$ cat src/rtl/demux_stream4.sv
// Registered 1-to-4 stream demux; burst-locked select, one-entry register and 8-bit beat counter per channel.
// Latency: 1 cycle input->output. Backpressure: in_ready follows only the active channel's register (full and not draining).
module demux_stream4 #(
    parameter int WIDTH = 8
) (
    input  logic               clk,
    input  logic               rst_n,
    input  logic               in_valid,
    output logic               in_ready,
    input  logic [WIDTH-1:0]   in_data,
    input  logic               in_last,
    input  logic               s1,
    input  logic               s2,
    output logic [3:0]         out_valid,
    input  logic [3:0]         out_ready,
    output logic [4*WIDTH-1:0] out_data,
    output logic [3:0]         out_last,
    output logic [31:0]        beat_cnt
);

    typedef enum logic {IDLE, BURST} state_t;

    state_t           state_q;
    logic [1:0]       locked_sel_q;
    logic [3:0]       valid_q;
    logic [3:0]       last_q;
    logic [WIDTH-1:0] data_q [4];
    logic [7:0]       cnt_q  [4];

    logic [1:0] ch_d;
    logic       accept_d;
    logic [3:0] load_d;

    // Select is sampled live only between bursts; mid-burst the locked channel wins.
    assign ch_d     = (state_q == BURST) ? locked_sel_q : {s1, s2};
    assign in_ready = rst_n & (~valid_q[ch_d] | out_ready[ch_d]);
    assign accept_d = in_valid & in_ready;
    assign load_d   = accept_d ? (4'b0001 << ch_d) : 4'b0000;

    always_ff @(posedge clk) begin
        if (!rst_n) begin
            state_q      <= IDLE;
            locked_sel_q <= 2'd0;
            valid_q      <= 4'd0;
            last_q       <= 4'd0;
            for (int n = 0; n < 4; n++) begin
                data_q[n] <= '0;
                cnt_q[n]  <= 8'd0;
            end
        end else begin
            if (accept_d) begin
                case (state_q)
                    IDLE: begin
                        if (!in_last) begin
                            state_q      <= BURST;
                            locked_sel_q <= {s1, s2};
                        end
                    end
                    BURST: begin
                        if (in_last) begin
                            state_q <= IDLE;
                        end
                    end
                    default: state_q <= IDLE;
                endcase
            end
            // A load takes priority over a drain, so drain+load keeps valid high.
            for (int n = 0; n < 4; n++) begin
                if (load_d[n]) begin
                    valid_q[n] <= 1'b1;
                    data_q[n]  <= in_data;
                    last_q[n]  <= in_last;
                    cnt_q[n]   <= cnt_q[n] + 8'd1;
                end else if (valid_q[n] && out_ready[n]) begin
                    valid_q[n] <= 1'b0;
                end
            end
        end
    end

    assign out_valid = valid_q;
    assign out_last  = last_q;

    for (genvar g = 0; g < 4; g++) begin : g_out
        assign out_data[g*WIDTH +: WIDTH] = data_q[g];
        assign beat_cnt[g*8 +: 8]         = cnt_q[g];
    end

endmodule
$ cat config.mk
export PLATFORM = sky130hd
export DESIGN_NAME = demux_stream4
export DESIGN_NICKNAME = d
export VERILOG_FILES = /design/src/rtl/demux_stream4.sv
export SDC_FILE = /design/constraint.sdc
export NUM_CORES = 1
export LEC_CHECK = 0
export CORE_AREA = 2 2 89 91
export CTS_BUF_LIST = sky130_fd_sc_hd__clkbuf_2 sky130_fd_sc_hd__clkbuf_4 sky130_fd_sc_hd__clkbuf_8
export CTS_CLUSTER_SIZE = 24
export DETAILED_ROUTE_END_ITERATION = 16
export DIE_AREA = 0 0 91 93
export GPL_TIMING_DRIVEN = 0
export PLACE_DENSITY_LB_ADDON = 0.3
export SLEW_MARGIN = 30
export SYNTH_ARGS = -nofsm -noshare
export SYNTH_HDL_FRONTEND = slang
export SYNTH_SLANG_ARGS = --single-unit
$ cat constraint.sdc
create_clock -name clk -period 2.7 [get_ports clk]
set_input_delay 0.405 -clock clk [delete_from_list [all_inputs] [get_ports clk]]
set_output_delay 0.405 -clock clk [all_outputs]
set_load 0.005 [all_outputs]
==> results, run 1 <==
- The endpoint identified for the worst register-to-register timing path is data_q[0][1].
- The tree is rooted in a clkbuf_8.
- The total power divided by cell area is 557 nW/um2.
- Counting along the longest clock path gives a buffer depth of 2.
- The netlist area before placement is 3300 um2.
- The critical path is of the input pin to register type.
- The nature of the critical path endpoint is a register.
- Counting both buffers and inverters, the worst setup path holds a total of 1.
- The measured slew at the worst slew-check pin is 0.699 ns.
- Counting instances, the worst hold path has a depth of 2.
- On the critical path the largest part of the delay comes from simple AND/OR/NAND/NOR gates.
- The number of placement rows is 32.
- In the routed layout, each cell is associated on average with a via count of 4.92.
- The cell type with the highest aggregate area in the netlist is edfxtp_1.
- After floorplanning, the core was sized to cover 7530 um2.
- The worst setup path is launched from an input pin.
- The utilization of the core after routing is 0.603.
- The slowest stage of the critical path is the nand2_1 cell.
- Measured in cells, the most critical reg-to-reg path has a length of 4.
- The wire-length estimate of the detail-placed layout is 4960 um.
- Setup repair after global routing left no endpoint under its margin.
- The via count of the first global-routing pass was 2208.
- At the end of the flow, the number of nets in the layout was 381.
- The number of pins exceeding their max-slew limit in the final report is 0.
- Leaving out fill and tap cells, the most frequent cells in the layout are clkdlybuf4s50_1, edfxtp_1, and2_1, nor2_1, nand3_1.
- The count of nets left with antenna violations after detail routing is 0.
- The first routing iteration left 102 violations.
- The most used flip-flop cell after synthesis is edfxtp_1.
- The global placer's final weighted congestion is 0.757.
- After synthesis, the cell types taking the most area are edfxtp_1, and2_1, dfxtp_1.
- After detailed placement, the total cell area comes to 4320 um2.
- The vertical extent of the die is 93 um.
- The worst path needs 2.44 ns of the cycle, external delays included.
- In this run the most critical hold path is launched from out_last[3].
- In this run the count of I/O pins placed on the die edge is 91.
- The synthesized net count is 280.
- The path with the worst hold slack has its endpoint at out_last[3].
- The number of storage elements in the synthesis netlist is 75.
- The number of flops mapped to enable cells by yosys is 64.
- Data arrives at the worst endpoint at 2.42 ns.
- The horizontal extent of the die is 91 um.
- Setup violations remaining at the end of the flow were counted as 0.
- The total number of vias is 2287.
- The period utilization is 0.903.
- The remaining design rule violation count is 0.
- Headroom to the max-slew limit came out at 0.533.
- The wire length per cell is 14.9 um.
- In this design, the stage delay of the slowest critical-path cell is 0.65 ns.
- The clock-pin slew on the worst setup and hold paths is 0.07 ns.
- Leaving out fill and tap cells, the most frequent cell in the layout is clkdlybuf4s50_1.
- The share of synthesized area in the top cell type comes to 0.582.
- TritonCTS built the clock tree.
- Between clock sinks in the finished design, the worst skew comes to 0.00685 ns.
- In this run the number of H-tree levels came out at 3.
- The number of hold buffers added after CTS was 0.
- The maximum vdd drop is 0.000220 V.
- The number of max-capacitance violations reported is 0.
- The total routed wirelength is 6920 um.
- The summed negative setup slack over all endpoints is 0 ns.
- In this run the worst path has a maximum fanout of 16.
- The worst min-delay path category is register to register.
- The first-pass GRT wire length is 11000 um.
- For flop-to-flop paths, the worst setup slack is 0.29 ns.
- After synthesis, the mean cell area works out to 12.8 um2.
- The run finished with clean final reports.
- The number of search-and-repair iterations in the first detailed-routing pass is 4.
- The layout overhead on the synthesized area is 37.5%.
- Summed over all cells, the static leakage comes to 1.66 nW.
- The number of antenna violations at the first check in global routing is 0.
- During placement, the flow inserted port buffers numbering 89.
- For this run, the register share of the synthesized area comes to 0.648.
- The number of clock buffers added by TritonCTS is 9.
- The final standard cell count with taps included and fillers excluded is 465.
- Walking the worst path, the cells encountered are clkdlybuf4s50_1 -> mux2i_4 -> and3_4 -> nand3_1 -> nand2_1.
- The fraction of layout instances using a drive strength above 1 is 0.0799.
- The count of unique library cells instantiated by Yosys is 33.
- Entering global routing, the biggest net connects 17 pins.
- The total power is 2.53 mW.
- For this run, the number of Yosys warnings is 0.
- At the worst endpoint, the required time is 2.68 ns.
- The number of instances in the synthesized netlist is 258.
- The global-route congestion overflow total is 0.
- Across every metal layer, demand over resource in global routing totals 0.168.
- For the worst-skew pair, the clock arrives at the later sink with an insertion delay of 0.35 ns.
- The antenna cell count is 0.
- The number of placed instances, taps included, is 449.
- For this run, asynchronously set or reset flops after synthesis account for 0.
- The die area is 8460 um2.
- The launching point of the worst reg2reg path is state_q.
- Static timing analysis puts the maximum clock frequency at 410 MHz.
- For this configuration, the core starts out at a cell density of 0.439.
- Clock tree synthesis found a total of 75 sinks.
- The final-report hold violation count is 0.
- The cell area after layout is 4540 um2.
==> how the worst max path moves through the flow <==
stage / startpoint / end / cells after the start / slack, ns
2_1_floorplan: state_q / cnt_q[2][0] / 4 / 0.48
3_3_place_gp: s1 / data_q[0][7] / 5 / -0.12
3_5_place_dp: s1 / data_q[0][5] / 5 / -0.15
4_1_cts: s2 / in_ready / 6 / 0.02
5_1_grt: s1 / data_q[0][1] / 5 / 0.08
6_report: s1 / data_q[0][1] / 5 / 0.26
==> layer usage <==
metal	up-vias	part of all wire	routed length (um)	GRT usage
li1	1110	-	-	-
met1	1102	0.43	2960	0.201
met2	62	0.51	3530	0.291
met3	13	0.039	268	0.0314
met4	0	0.024	168	0.0871
met5	-	0	0	0
==> worst min-delay path, cell delays in order, from the launching register on <==
cell and delay (ns):
dfxtp_1 0.31, nand2_1 0.05, a21boi_1 0.05
==> kinds of logic (layout without fill, tap and decap cells) <==
| family | Yosys count | after routing | synth area share |
|---|---|---|---|
| compound gates | 16 | 16 | 0.0337 |
| mux | 6 | 6 | 0.0276 |
| buf+inv | 8 | 113 | 0.0144 |
| flops | 75 | 75 | 0.648 |
| xor+xnor | 24 | 24 | 0.0636 |
| fa+ha+maj | 4 | 4 | 0.0152 |
| simple gates | 125 | 125 | 0.197 |
==> sequential cells by signal (all words and copies together), names as in the netlist <==
signal	count
cnt_q	32
out_last	4
state_q	1
out_valid	4
locked_sel_q	2
data_q	32
==> cell usage after synthesis (3+ instances only) <==
cell type	instances
o21ai_0	3
and3_1	8
edfxtp_1	64
and2_1	37
a21boi_0	4
xor2_1	18
clkbuf_1	4
ha_1	4
xnor2_1	6
dfxtp_1	11
nand2_1	19
nor2_1	29
nand3_1	20
==> report_power, final <==
group,switching (mW),leakage (nW),internal [mW]
registers,0.0409,0.757,1.32
logic,0.109,0.798,0.152
clock network,0.403,0.103,0.509
==> what timing repair did <==
item	4_1_cts	5_1_grt
gates resized for setup	1	2
endpoints found under the setup margin	1	1
setup buffers	1	0
==> final cells by class <==
cell class	instances	area, um2
fillers	658	2990
flip-flops and latches	75	2140
multi-input cells	175	1120
repair buffers	90	901
well taps	102	128
clock buffers	9	124
clock inverters	6	81.3
plain buffers	8	47.5
==> per-stage QoR <==
| stage | hold WS [ns] | setup slack [ns] |
|---|---|---|
| after floorplan | 0.451 | 0.475 |
| final | 0.460 | 0.261 |
| after global placement | 0.447 | -0.117 |
| after CTS | 0.466 | 0.0157 |
| after global routing | 0.500 | 0.0846 |
| after detailed placement | 0.456 | -0.153 |
(Power assumes the default switching activity.)
==> run 2: changes to the inputs <==
- CORE_AREA: 2 2 89 91 -> 2 2 82 99
- DIE_AREA: 0 0 91 93 -> 0 0 84 101
==> results, run 2 (same netlist as run 1, synthesis figures left out) <==
- The worst-path maximum fanout came to 6 (was 16).
- The leakage power figure came to 1.66 nW (about the same).
- The total half-perimeter wirelength after legalization and detailed placement came to 4780 um (was 4960 um).
- The fraction of layout instances using a drive strength above 1 came to 0.0877 (was 0.0799).
- The global-route congestion overflow total was 0 (unchanged).
- The nature of the critical path endpoint is an output port (was register).
- The worst relative slew slack is 0.504 (was 0.533).
- The I/O pin count was 91 (unchanged).
- The minimum period implied by the final worst setup slack is 2.58 ns (was 2.44 ns).
- The number of pins exceeding their max-slew limit in the final report is 0 (unchanged).
- The initial core utilization came to 0.436 (was 0.439).
- The depth of the worst register-to-register path is 5 (was 4).
- The maximum vdd drop was 0.000333 V (was 0.000220 V).
- The count of input and output buffers is 89 (unchanged).
- The first-pass GRT wire length came to 10700 um (was 11000 um).
- The maximum number of pins on one net before global-route repair is 17 (unchanged).
- The area of the multi-input gates is 1120 um2 (unchanged).
- The number of max-capacitance violations reported was 0 (unchanged).
- The classification of the worst setup path was register to output port (was input pin to register).
- The required time of the critical path was 2.30 ns (was 2.68 ns).
- The average vias per placed instance is 4.93 (was 4.92).
- The worst hold slack after final layout is 0.453 ns (was 0.460 ns).
- The critical path arrival was 2.18 ns (was 2.42 ns).
- The worst min-delay path category is register to register (unchanged).
- The number of design-rule violations left by the first detailed-router iteration is 105 (was 102).
- The fill cell instance count of the final layout is 622 (was 658).
- The remaining design rule violation count came to 0 (unchanged).
- The total number of vias is 2252 (was 2287).
- The measured slew at the worst slew-check pin is 0.742 ns (was 0.699 ns).
- The via count of the first global-routing pass is 2176 (was 2208).
- The worst setup slack before clock tree synthesis is -0.212 ns (was -0.153 ns).
- The startpoint kind of the worst setup timing path was a register (was input pin).
- The beginning of the worst hold path is out_last[3] (unchanged).
- The sequential cell area is 2150 um2 (was 2140 um2).
- The period utilization is 0.956 (was 0.903).
- The layout overhead on the synthesized area was 37.2% (was 37.5%).
- Most frequent cells in the layout: clkdlybuf4s50_1, edfxtp_1, and2_1, nor2_1, nand3_1 (unchanged).
- The final setup violation count was 0 (unchanged).
- The antenna cell count was 0 (unchanged).
- The most common cell after layout, fill and taps aside is clkdlybuf4s50_1 (unchanged).
- The fmax is 387 MHz (was 410 MHz).
- The number of nets in the final layout was 382 (was 381).
- The clock buffer count from CTS is 9 (unchanged).
- The TritonCTS sink count is 75 (unchanged).
- The number of H-tree levels came to 3 (unchanged).
- The die area is 8480 um2 (was 8460 um2).
- The clock-pin slew on the worst setup and hold paths came to 0.07 ns (about the same).
- The worst-case register-to-register setup slack is 0.22 ns (was 0.29 ns).
- The core box area was 7580 um2 (was 7530 um2).
- The maximum buffer depth of the clock tree is 2 (unchanged).
- The worst setup skew after layout was 0.00983 ns (was 0.00685 ns).
- The number of antenna violations at the first check in global routing was 0 (unchanged).
- The utilization of the core after routing is 0.598 (was 0.603).
- Registers with the highest flip-flop counts: cnt_q (32), data_q (32) (unchanged).
- The reg-to-reg endpoint is data_q[2][7] (was data_q[0][1]).
- The horizontal extent of the die is 84 um (was 91 um).
- The total global-route track usage is 0.163 (was 0.168).
- The total power divided by cell area came to 545 nW/um2 (was 557 nW/um2).
- The TritonCTS clock tree is built (unchanged).
- Unrepaired setup endpoints after global routing: false (unchanged).
- The number of search-and-repair iterations in the first detailed-routing pass is 4 (unchanged).
- The final-report hold violation count came to 0 (unchanged).
- The number of instances on the worst hold path is 2 (unchanged).
- The vertical extent of the die was 101 um (was 93 um).
- The count of nets left with antenna violations after detail routing is 0 (unchanged).
- The total routed wirelength was 6740 um (was 6920 um).
- Outcome: finished, final reports clean (unchanged).
- The root cell of the clock tree is clkbuf_8 (unchanged).
- The capture endpoint of the worst hold path is out_last[3] (unchanged).
- The clock latency of the later-clocked register in the worst-skew pair is 0.34 ns (was 0.35 ns).
- The final critical-path setup slack is 0.118 ns (was 0.261 ns).
- The launching point of the worst reg2reg path is state_q (unchanged).
- The global placer's final weighted congestion is 0.749 (was 0.757).
- The number of placement rows is 35 (was 32).
- The wire length per cell is 14.8 um (was 14.9 um).
- The number of hold buffers added after CTS is 0 (unchanged).
==> run 2: worst max path at each step <==
stage / start / cells past startpoint / to / slack, ns
after floorplan: state_q / 4 / cnt_q[2][0] / 0.48
after global placement: s1 / 5 / data_q[1][4] / -0.19
after detailed placement: s1 / 5 / data_q[1][0] / -0.21
after CTS: s2 / 6 / in_ready / 0.03
after global routing: s1 / 5 / data_q[1][3] / 0.01
final: state_q / 5 / in_ready / 0.12
==> run 2: layer usage <==
metal	up-vias	global-route usage	routed length, um
li1	1114	-	-
met1	1073	0.201	2940
met2	55	0.274	3380
met3	10	0.0303	266
met4	0	0.0868	150
met5	-	0	0
==> run 2: what timing repair did <==
| item | 4_1_cts | 5_1_grt |
|---|---|---|
| buffers inserted | 1 | 1 |
| setup endpoints to repair | 1 | 1 |
| cloned | 0 | 0 |
| gates resized for setup | 1 | 3 |
==> run 2: per-stage QoR <==
stage | std cells | instance area, um2 | TNS (ns) | power (mW)
after global routing | 457 | 4530 | 0 | 2.56
final | 457 | 4530 | 0 | 2.47
after CTS | 456 | 4510 | 0 | 2.48
after detailed placement | 439 | 4310 | -7.87 | 1.65
after global placement | 439 | 4310 | -6.07 | 1.64
after floorplan | 258 | 3300 | 0 | 1.48
==> run 2: worst max-delay path: stages (launching register included) <==
cell             delay, ns
dfxtp_4               0.40
mux2_4                0.35
mux2_4                0.32
mux2i_4               0.14
and2_1                0.14
clkdlybuf4s50_1       0.49
==> run 2: where the power goes <==
| part | switching [mW] | internal, mW |
|---|---|---|
| Combinational | 0.108 | 0.153 |
| Clock | 0.412 | 0.439 |
| Sequential | 0.0412 | 1.32 |
| Total | 0.561 | 1.91 |
==> run 2: final cells by class <==
cell class,count,area share
multi-input cells,175,0.247
plain buffers,8,0.0105
clock buffers,10,0.0290
flip-flops and latches,75,0.474
clock inverters,6,0.0144
well taps,92,0.0254
repair buffers,91,0.200
==> run 3: changes to the inputs <==
- CAP_MARGIN: not set -> 5
==> results of run 3 <==
The final DEF is identical to that of run 2; final timing and power are the same.
